==> config.mk <==
export PLATFORM = sky130hd
export DESIGN_NAME = key_input_dev
export DESIGN_NICKNAME = d
export VERILOG_FILES = /design/src/rtl/key_input_pkg.sv /design/src/rtl/key_input_dev_btn_debounce.sv /design/src/rtl/key_input_dev.sv
export SDC_FILE = /design/constraint.sdc
export NUM_CORES = 1
export LEC_CHECK = 0
export BUFFER_PORTS_ARGS = -buffer_cell sky130_fd_sc_hd__clkbuf_2
export CORE_MARGIN = 2
export CORE_UTILIZATION = 30
export CTS_BUF_LIST = sky130_fd_sc_hd__clkbuf_16
export CTS_CLUSTER_DIAMETER = 30
export DETAILED_ROUTE_END_ITERATION = 8
export PLACE_DENSITY = 0.57
export SYNTH_ARGS = -nofsm -noshare
export SYNTH_HDL_FRONTEND = slang
export SYNTH_SLANG_ARGS = --single-unit
==> constraint.sdc <==
create_clock -name clk -period 1.9 [get_ports clk]
set_input_delay 0.095 -clock clk [delete_from_list [all_inputs] [get_ports clk]]
set_output_delay 0.095 -clock clk [all_outputs]
set_load 0.1 [all_outputs]
==> src/rtl/key_input_pkg.sv <==
// Shared definitions for the calc_int key input device: entry-sequence states
// and default build constants.
package key_input_pkg;

    typedef enum logic [1:0] {
        S_A    = 2'd0,
        S_B    = 2'd1,
        S_OP   = 2'd2,
        S_DONE = 2'd3
    } state_t;

    localparam int DEF_WIDTH     = 4;
    localparam int DEF_OPW       = 3;
    localparam int DEF_DB_CYCLES = 1000000;

endpackage

==> src/rtl/key_input_dev_btn_debounce.sv <==
// Push-button conditioner: 2-FF synchroniser, stability counter and a
// registered single-cycle pulse on each accepted 0->1 level change.
module btn_debounce #(
    parameter int DB_CYCLES = key_input_pkg::DEF_DB_CYCLES
) (
    input  logic clk,
    input  logic rst_n,
    input  logic btn_in,
    output logic press
);

    localparam int CW = (DB_CYCLES > 1) ? $clog2(DB_CYCLES) : 1;
    localparam logic [CW-1:0] CNT_MAX = CW'(DB_CYCLES - 1);

    logic          sync1_q, sync2_q;
    logic          stable_q, stable_d;
    logic          press_q, press_d;
    logic [CW-1:0] cnt_q, cnt_d;

    // The counter only runs while the synced level disagrees with the accepted one.
    always_comb begin
        stable_d = stable_q;
        cnt_d    = '0;
        press_d  = 1'b0;
        if (sync2_q != stable_q) begin
            if (cnt_q == CNT_MAX) begin
                stable_d = sync2_q;
                press_d  = sync2_q;
            end else begin
                cnt_d = cnt_q + 1'b1;
            end
        end
    end

    always_ff @(posedge clk or negedge rst_n) begin
        if (!rst_n) begin
            sync1_q  <= 1'b0;
            sync2_q  <= 1'b0;
            stable_q <= 1'b0;
            cnt_q    <= '0;
            press_q  <= 1'b0;
        end else begin
            sync1_q  <= btn_in;
            sync2_q  <= sync1_q;
            stable_q <= stable_d;
            cnt_q    <= cnt_d;
            press_q  <= press_d;
        end
    end

    assign press = press_q;

endmodule

==> src/rtl/key_input_dev.sv <==
// calc_int input device: debounced Enter/Clear buttons drive an A -> B -> opcode
// capture sequence ending in a one-cycle go pulse.
module key_input_dev #(
    parameter int WIDTH     = key_input_pkg::DEF_WIDTH,
    parameter int OPW       = key_input_pkg::DEF_OPW,
    parameter int DB_CYCLES = key_input_pkg::DEF_DB_CYCLES
) (
    input  logic             clk,
    input  logic             rst_n,
    input  logic [WIDTH-1:0] sw,
    input  logic             btn_enter,
    input  logic             btn_clear,
    output logic [WIDTH-1:0] op_a,
    output logic [WIDTH-1:0] op_b,
    output logic [OPW-1:0]   opcode,
    output logic             go,
    output logic [1:0]       stage
);

    import key_input_pkg::*;

    logic             enter_press, clear_press;
    state_t           state_q;
    logic [WIDTH-1:0] op_a_q, op_b_q;
    logic [OPW-1:0]   opcode_q;
    logic             go_q;

    btn_debounce #(.DB_CYCLES(DB_CYCLES)) u_db_enter (
        .clk    (clk),
        .rst_n  (rst_n),
        .btn_in (btn_enter),
        .press  (enter_press)
    );

    btn_debounce #(.DB_CYCLES(DB_CYCLES)) u_db_clear (
        .clk    (clk),
        .rst_n  (rst_n),
        .btn_in (btn_clear),
        .press  (clear_press)
    );

    // Clear has priority over a coincident Enter press.
    always_ff @(posedge clk or negedge rst_n) begin
        if (!rst_n) begin
            state_q  <= S_A;
            op_a_q   <= '0;
            op_b_q   <= '0;
            opcode_q <= '0;
            go_q     <= 1'b0;
        end else begin
            go_q <= 1'b0;
            if (clear_press) begin
                state_q  <= S_A;
                op_a_q   <= '0;
                op_b_q   <= '0;
                opcode_q <= '0;
            end else if (enter_press) begin
                case (state_q)
                    S_A, S_DONE: begin
                        op_a_q  <= sw;
                        state_q <= S_B;
                    end
                    S_B: begin
                        op_b_q  <= sw;
                        state_q <= S_OP;
                    end
                    S_OP: begin
                        opcode_q <= sw[OPW-1:0];
                        go_q     <= 1'b1;
                        state_q  <= S_DONE;
                    end
                    default: state_q <= S_A;
                endcase
            end
        end
    end

    assign op_a   = op_a_q;
    assign op_b   = op_b_q;
    assign opcode = opcode_q;
    assign go     = go_q;
    assign stage  = state_q;

endmodule

==> impl_metrics.env, run 1 <==
export IMPL_p_per_area_nw_per_um2=826.1
export IMPL_numCtsBuffers=9
export IMPL_multi_input_area_sq_um=1275
export IMPL_gp_congestion=0.7929
export IMPL_die_area_sq_um=10330
export IMPL_p_leak_nw=1.553
export IMPL_final_core_util_pct=39.65
export IMPL_endpoint_kind="flip-flop"
export IMPL_outcome="finished, final reports clean"
export IMPL_required_ns=2.10
export IMPL_cts_buffer_depth=2
export IMPL_max_freq_mhz=549.4
export IMPL_drtPass1Iterations=4
export IMPL_vias=2202
export IMPL_synth_flop_cell="dfrtp_1"
export IMPL_antenna_found_initial=0
export IMPL_insertion_delay_ns=0.33
export IMPL_crit_path_start="u_db_clear.cnt_q[17]$_DFF_PN0_"
export IMPL_async_flop_share_pct=100.0
export IMPL_tightestPinTransition_ns=0.5579
export IMPL_fp_dieW_microns=101.6
export IMPL_clockRootBuffer="clkbuf_16"
export IMPL_worstHoldPathType="in -> reg"
export IMPL_drtIter0Drc=53
export IMPL_syn_area_sq_um=2860
export IMPL_htree_levels=3
export IMPL_crit_path_max_fanout=4
export IMPL_cp_start_kind="flip-flop"
export IMPL_syn_inst=278
export IMPL_fin_crit_ns=1.820
export IMPL_fillCellCount=894
export IMPL_diodes=0
export IMPL_hpwl_microns=4108
export IMPL_cp_arrival_ns=2.02
export IMPL_cts_sinks=62
export IMPL_finalNetCount=347
export IMPL_path_class="reg -> reg"
export IMPL_synth_top_cells_by_count="dfrtp_1, nor2_1, nand3_1"
export IMPL_setup_viol=0
export IMPL_viasPerCell=4.695
export IMPL_routedWlPerCell_microns=12.29
export IMPL_port_buffers=21
export IMPL_min_delay_start="sw[2]"
export IMPL_grt_pass1_vias=2072
export IMPL_start_util_pct=30.95
export IMPL_synth_area_per_cell_sq_um=10.29
export IMPL_tns_ns=0
export IMPL_num_rows=35
export IMPL_routed_wl_microns=5766
export IMPL_grt_max_degree=24
export IMPL_drive_above_1_share_pct=22.94
export IMPL_core_region_area_sq_um=9240
export IMPL_syn_nets=290
export IMPL_slew_violations=0
export IMPL_cts_tree="yes"
export IMPL_synth_top_cell_area_share_pct=54.24
export IMPL_syn_to_final_growth_pct=28.08
export IMPL_yosys_top_cells_area="dfrtp_1, xnor2_1, nor2_1"
export IMPL_synth_cell_type_count=33
export IMPL_finalCritPeriodShare_pct=95.80
export IMPL_synth_warnings=0
export IMPL_hold_viol_final=0
export IMPL_regArea_sq_um=1553
export IMPL_ant_nets=0
export IMPL_maxCapViolCount=0
export IMPL_io_pins=22
export IMPL_synthMostInstantiatedCell="dfrtp_1"
export IMPL_synth_seq_cells=62
export IMPL_overflow=0
export IMPL_regToRegStartpoint="u_db_clear.cnt_q[17]$_DFF_PN0_"
export IMPL_grt_pass1_wl_microns=9880
export IMPL_drc_errors=0
export IMPL_rsz0062_at_grt="false"
export IMPL_yosysTopAreaCell="dfrtp_1"
export IMPL_vdd_drop_max_mv=0.4491
export IMPL_yosysSeqAreaShare_pct=54.24
export IMPL_synth_edf_count=0
export IMPL_grt_usage_pct=12.22
export IMPL_slew_headroom_pct=62.81
export IMPL_die_y_microns=101.6
export IMPL_finalClockSkew_ns=0.007887
export IMPL_clk_pin_slew_ns=0.06
[power breakdown]
group | internal, mW | total (mW) | switching (mW) | leakage (nW)
logic | 0.0345 | 0.0909 | 0.0564 | 0.628
registers | 1.34 | 1.35 | 0.0141 | 0.793
clock network | 1.00 | 1.59 | 0.583 | 0.133
[worst max-delay path: stages (launching register included)]
cell and delay, ns:
dfrtp_1 0.39, nand3_1 0.14, or3_4 0.41, or4_1 0.46, mux2_2 0.30
[final cells by class]
cell class	instances	area share, %
tap	129	4.406
timing repair buffer	52	9.768
clock inverter	7	1.776
multi-input combinational	203	34.80
inverter	7	0.7172
clock buffer	9	6.148
sequential	62	42.38
[metrics by stage]
stage	worst slack (ns)	total power, mW	instances	hold slack [ns]	cell area (sq um)
2_1_floorplan	0.02839	1.404	278	-0.2006	2878
3_3_place_gp	0.04563	1.461	449	0.1159	3322
3_5_place_dp	0.01094	1.461	449	0.1234	3322
4_1_cts	0.04716	3.062	468	0.02427	3646
5_1_grt	0.002421	3.133	469	0.03856	3664
6_report	0.07973	3.026	469	0.03341	3664
[registers in the layout (all words and copies together) (netlist names)]
signal and flops:
u_db_clear.sync1_q 1, stage 2, u_db_enter.sync2_q 1, u_db_enter.stable_q 1, u_db_enter.sync1_q 1, u_db_clear.stable_q 1
u_db_clear.press 1, op_b 4, op_a 4, u_db_clear.cnt_q 20, go 1, u_db_enter.press 1
u_db_clear.sync2_q 1, opcode 3, u_db_enter.cnt_q 20
[logic make-up (layout without fill, tap and decap cells)]
group / after synthesis / after routing / synth area share, %
compound gates: 27 / 27 / 6.387
xor+xnor: 31 / 31 / 9.493
fa+ha+maj: 4 / 4 / 1.750
buf+inv: 13 / 75 / 1.794
flops: 62 / 62 / 54.24
mux: 4 / 4 / 1.531
simple gates: 137 / 137 / 24.80
[repair_timing]
action	4_1_cts	5_1_grt
cloned	0	0
hold buffers	3	0
endpoints found under the setup margin	1	10
hold endpoints to repair	22	0
setup buffers	0	1
resized for setup	1	2
[worst paths after layout]
kind                                                    to  slack, ns  cells after the start
setup / recovery           u_db_clear.stable_q$_DFFE_PN0P_       0.08                      4
hold / removal                       opcode[2]$_DFFE_PN0P_       0.03                      3
setup reg to reg           u_db_clear.stable_q$_DFFE_PN0P_       0.08                      4
hold reg to reg               u_db_enter.sync2_q$_DFF_PN0_       0.35                      0
max in group asynchronous    u_db_clear.cnt_q[0]$_DFF_PN0_       0.90                      3
min in group asynchronous   u_db_clear.cnt_q[12]$_DFF_PN0_       0.29                      2
[cell usage in the layout, fill, tap and decap left out, types with 5 or more instances in the layout]
cell / synthesis / final
inv_1: 7 / 7
nor2_1: 39 / 39
xnor2_1: 22 / 22
nor4_1: 10 / 10
a21oi_1: 17 / 17
nor3_1: 8 / 7
xor2_1: 9 / 9
nand4_1: 7 / 7
nand3_1: 27 / 27
o21ai_0: 5 / 5
nand2_1: 24 / 24
dfrtp_1: 62 / 61
buf_4: 0 / 27
clkbuf_16: 0 / 9
clkbuf_2: 0 / 21
[metal layers]
| metal | vias up | wire length (microns) | GRT usage, % |
|---|---|---|---|
| met3 | 8 | 191 | 4.210 |
| met1 | 1082 | 2824 | 15.98 |
| met4 | 0 | 90 | 4.886 |
| li1 | 1089 | - | - |
| met5 | - | 0 | 0 |
| met2 | 23 | 2659 | 18.57 |
No activity file was read; power rests on OpenSTA's default activity.
==> run 2, diff against run 1 <==
--- a/config.mk
+++ b/config.mk
@@ -12,5 +12,4 @@
 export CTS_CLUSTER_DIAMETER = 30
 export DETAILED_ROUTE_END_ITERATION = 8
-export PLACE_DENSITY = 0.57
 export SYNTH_ARGS = -nofsm -noshare
 export SYNTH_HDL_FRONTEND = slang
==> constraint.sdc (replaced) <==
create_clock -name clk -period 1.9 [get_ports clk]
set_input_delay 0.095 -clock clk [delete_from_list [all_inputs] [get_ports clk]]
set_output_delay 0.095 -clock clk [all_outputs]
set_load 0.01 [all_outputs]
==> impl_metrics.env, run 2 (synthesized netlist as in run 1, its figures left out) <==
export IMPL_endpoint_kind="flip-flop"
export IMPL_cts_sinks=62
export IMPL_die_y_microns=101.6
export IMPL_htree_levels=3
export IMPL_cts_buffer_depth=2
export IMPL_port_buffers=21
export IMPL_worstHoldPathType="in -> reg"
export IMPL_diodes=0
export IMPL_clockRootBuffer="clkbuf_16"
export IMPL_maxCapViolCount=0
export IMPL_tightestPinTransition_ns=0.5403
export IMPL_routedWlPerCell_microns=12.04
export IMPL_slew_violations=0
export IMPL_tns_ns=0
export IMPL_cp_arrival_ns=2.07
export IMPL_reg2reg_slack_ns=0.08
export IMPL_power_mw=3.019
export IMPL_final_common_cell="dfrtp_1"
export IMPL_fin_crit_ns=1.818
export IMPL_swShare_pct=21.26
export IMPL_intPower_mw=2.378
export IMPL_io_pins=22
export IMPL_pwr_share_clk_pct=52.1
export IMPL_gp_congestion=0.8468
export IMPL_cts_tree="yes"
export IMPL_power_frac_seq_pct=44.7
export IMPL_required_ns=2.16
export IMPL_drtIter0Drc=64
export IMPL_finalCritPeriodShare_pct=95.66
export IMPL_setup_viol=0
export IMPL_start_util_pct=30.95
export IMPL_power_frac_comb_pct=3.2
export IMPL_insertion_delay_ns=0.32
export IMPL_syn_to_final_growth_pct=29.27
export IMPL_p_per_area_nw_per_um2=816.7
export IMPL_fp_dieW_microns=101.6
export IMPL_grt_pass1_vias=2256
export IMPL_vdd_drop_max_mv=0.4286
export IMPL_crit_path_max_fanout=8
export IMPL_core_region_area_sq_um=9240
export IMPL_layout_common_cells="dfrtp_1, nor2_1, buf_4"
export IMPL_drtPass1Iterations=5
export IMPL_final_area_sq_um=3697
export IMPL_clk_pin_slew_ns=0.06
export IMPL_grt_usage_pct=12.59
export IMPL_drc_errors=0
export IMPL_vias=2199
export IMPL_reg_top3="u_db_clear.cnt_q: 20 flops, u_db_enter.cnt_q: 20 flops"
export IMPL_slew_headroom_pct=63.98
export IMPL_finalNetCount=351
export IMPL_antenna_found_initial=0
export IMPL_dpl_cell_area_sq_um=3359
export IMPL_hpwl_microns=4096
export IMPL_drive_above_1_share_pct=24.20
export IMPL_numCtsBuffers=9
export IMPL_hold_viol_final=0
export IMPL_ant_nets=0
export IMPL_outcome="finished, final reports clean"
export IMPL_finalClockSkew_ns=0.008123
export IMPL_path_class="reg -> reg"
export IMPL_num_rows=35
export IMPL_overflow=0
export IMPL_cp_start_kind="flip-flop"
export IMPL_max_freq_mhz=550.2
export IMPL_rsz0062_at_grt="false"
export IMPL_cts_setup_buffers=0
export IMPL_p_leak_nw=1.579
export IMPL_die_area_sq_um=10330
export IMPL_grt_pass1_wl_microns=10220
export IMPL_grt_max_degree=26
export IMPL_power_switching_mw=0.6419
export IMPL_routed_wl_microns=5683
export IMPL_viasPerCell=4.659
run 2: changes by cell type in the layout (fill, tap and decap cells not counted), sizes merged:
| cell | change |
|---|---|
| clkinvlp | -1 |
| buf | +4 |
run 2: routing by layer:
layer / track usage (%) / up-vias / part of all wire, %
met3: 3.451 / 12 / 3.2
met2: 20.04 / 24 / 47
met5: 0 / - / 0
met1: 15.70 / 1060 / 47
li1: - / 1103 / -
met4: 6.341 / 0 / 2.2
run 2: what timing repair did:
action                     in CTS  in global routing
setup endpoints to repair       0                  9
hold buffers                    3                  0
hold endpoints to repair       20                  0
gates resized for setup         0                  4
run 2: metrics by stage:
step | hold WS [ns] | utilization [%] | instances | worst slack (ns)
4_1_cts | 0.02687 | 39.81 | 472 | 0.01240
6_report | 0.04059 | 40.01 | 472 | 0.08240
3_3_place_gp | 0.1021 | 36.36 | 454 | 0.05132
5_1_grt | 0.04662 | 40.01 | 472 | 0.001027
3_5_place_dp | 0.1053 | 36.36 | 454 | 0.01104
2_1_floorplan | -0.2006 | - | 278 | 0.02839
run 2: worst paths after layout:
check | start | end | cells past startpoint
min reg2reg | u_db_enter.sync1_q$_DFF_PN0_ | u_db_enter.sync2_q$_DFF_PN0_ | 0
max | u_db_clear.cnt_q[10]$_DFF_PN0_ | u_db_clear.cnt_q[17]$_DFF_PN0_ | 4
max reg2reg | u_db_clear.cnt_q[10]$_DFF_PN0_ | u_db_clear.cnt_q[17]$_DFF_PN0_ | 4
max in group asynchronous | rst_n | u_db_clear.cnt_q[5]$_DFF_PN0_ | 4
min in group asynchronous | rst_n | u_db_enter.cnt_q[13]$_DFF_PN0_ | 2
min | sw[0] | op_a[0]$_DFFE_PN0P_ | 3
run 2: area by class of cell:
type | count | area, sq um
fill | 897 | 5543
sequential | 62 | 1553
multi-input combinational | 203 | 1276
timing repair buffer | 56 | 391.6
clock buffer | 9 | 225.2
tap | 129 | 161.4
clock inverter | 6 | 63.81
inverter | 7 | 26.28
run 2: power by group through the flow:
stage / registers, mW / logic (mW) / clock network [mW]
2_1_floorplan: 1.37 / 0.0341 / 0
3_3_place_gp: 1.37 / 0.0931 / 0
3_5_place_dp: 1.37 / 0.0948 / 0
4_1_cts: 1.35 / 0.0997 / 1.63
5_1_grt: 1.35 / 0.110 / 1.69
6_report: 1.35 / 0.0965 / 1.57
run 2: worst max-delay path, cell delays in order (launching register included):
cell     delay [ns]
dfrtp_1        0.43
nand4_4        0.12
or4_4          0.54
or4b_4         0.53
a21oi_2        0.14
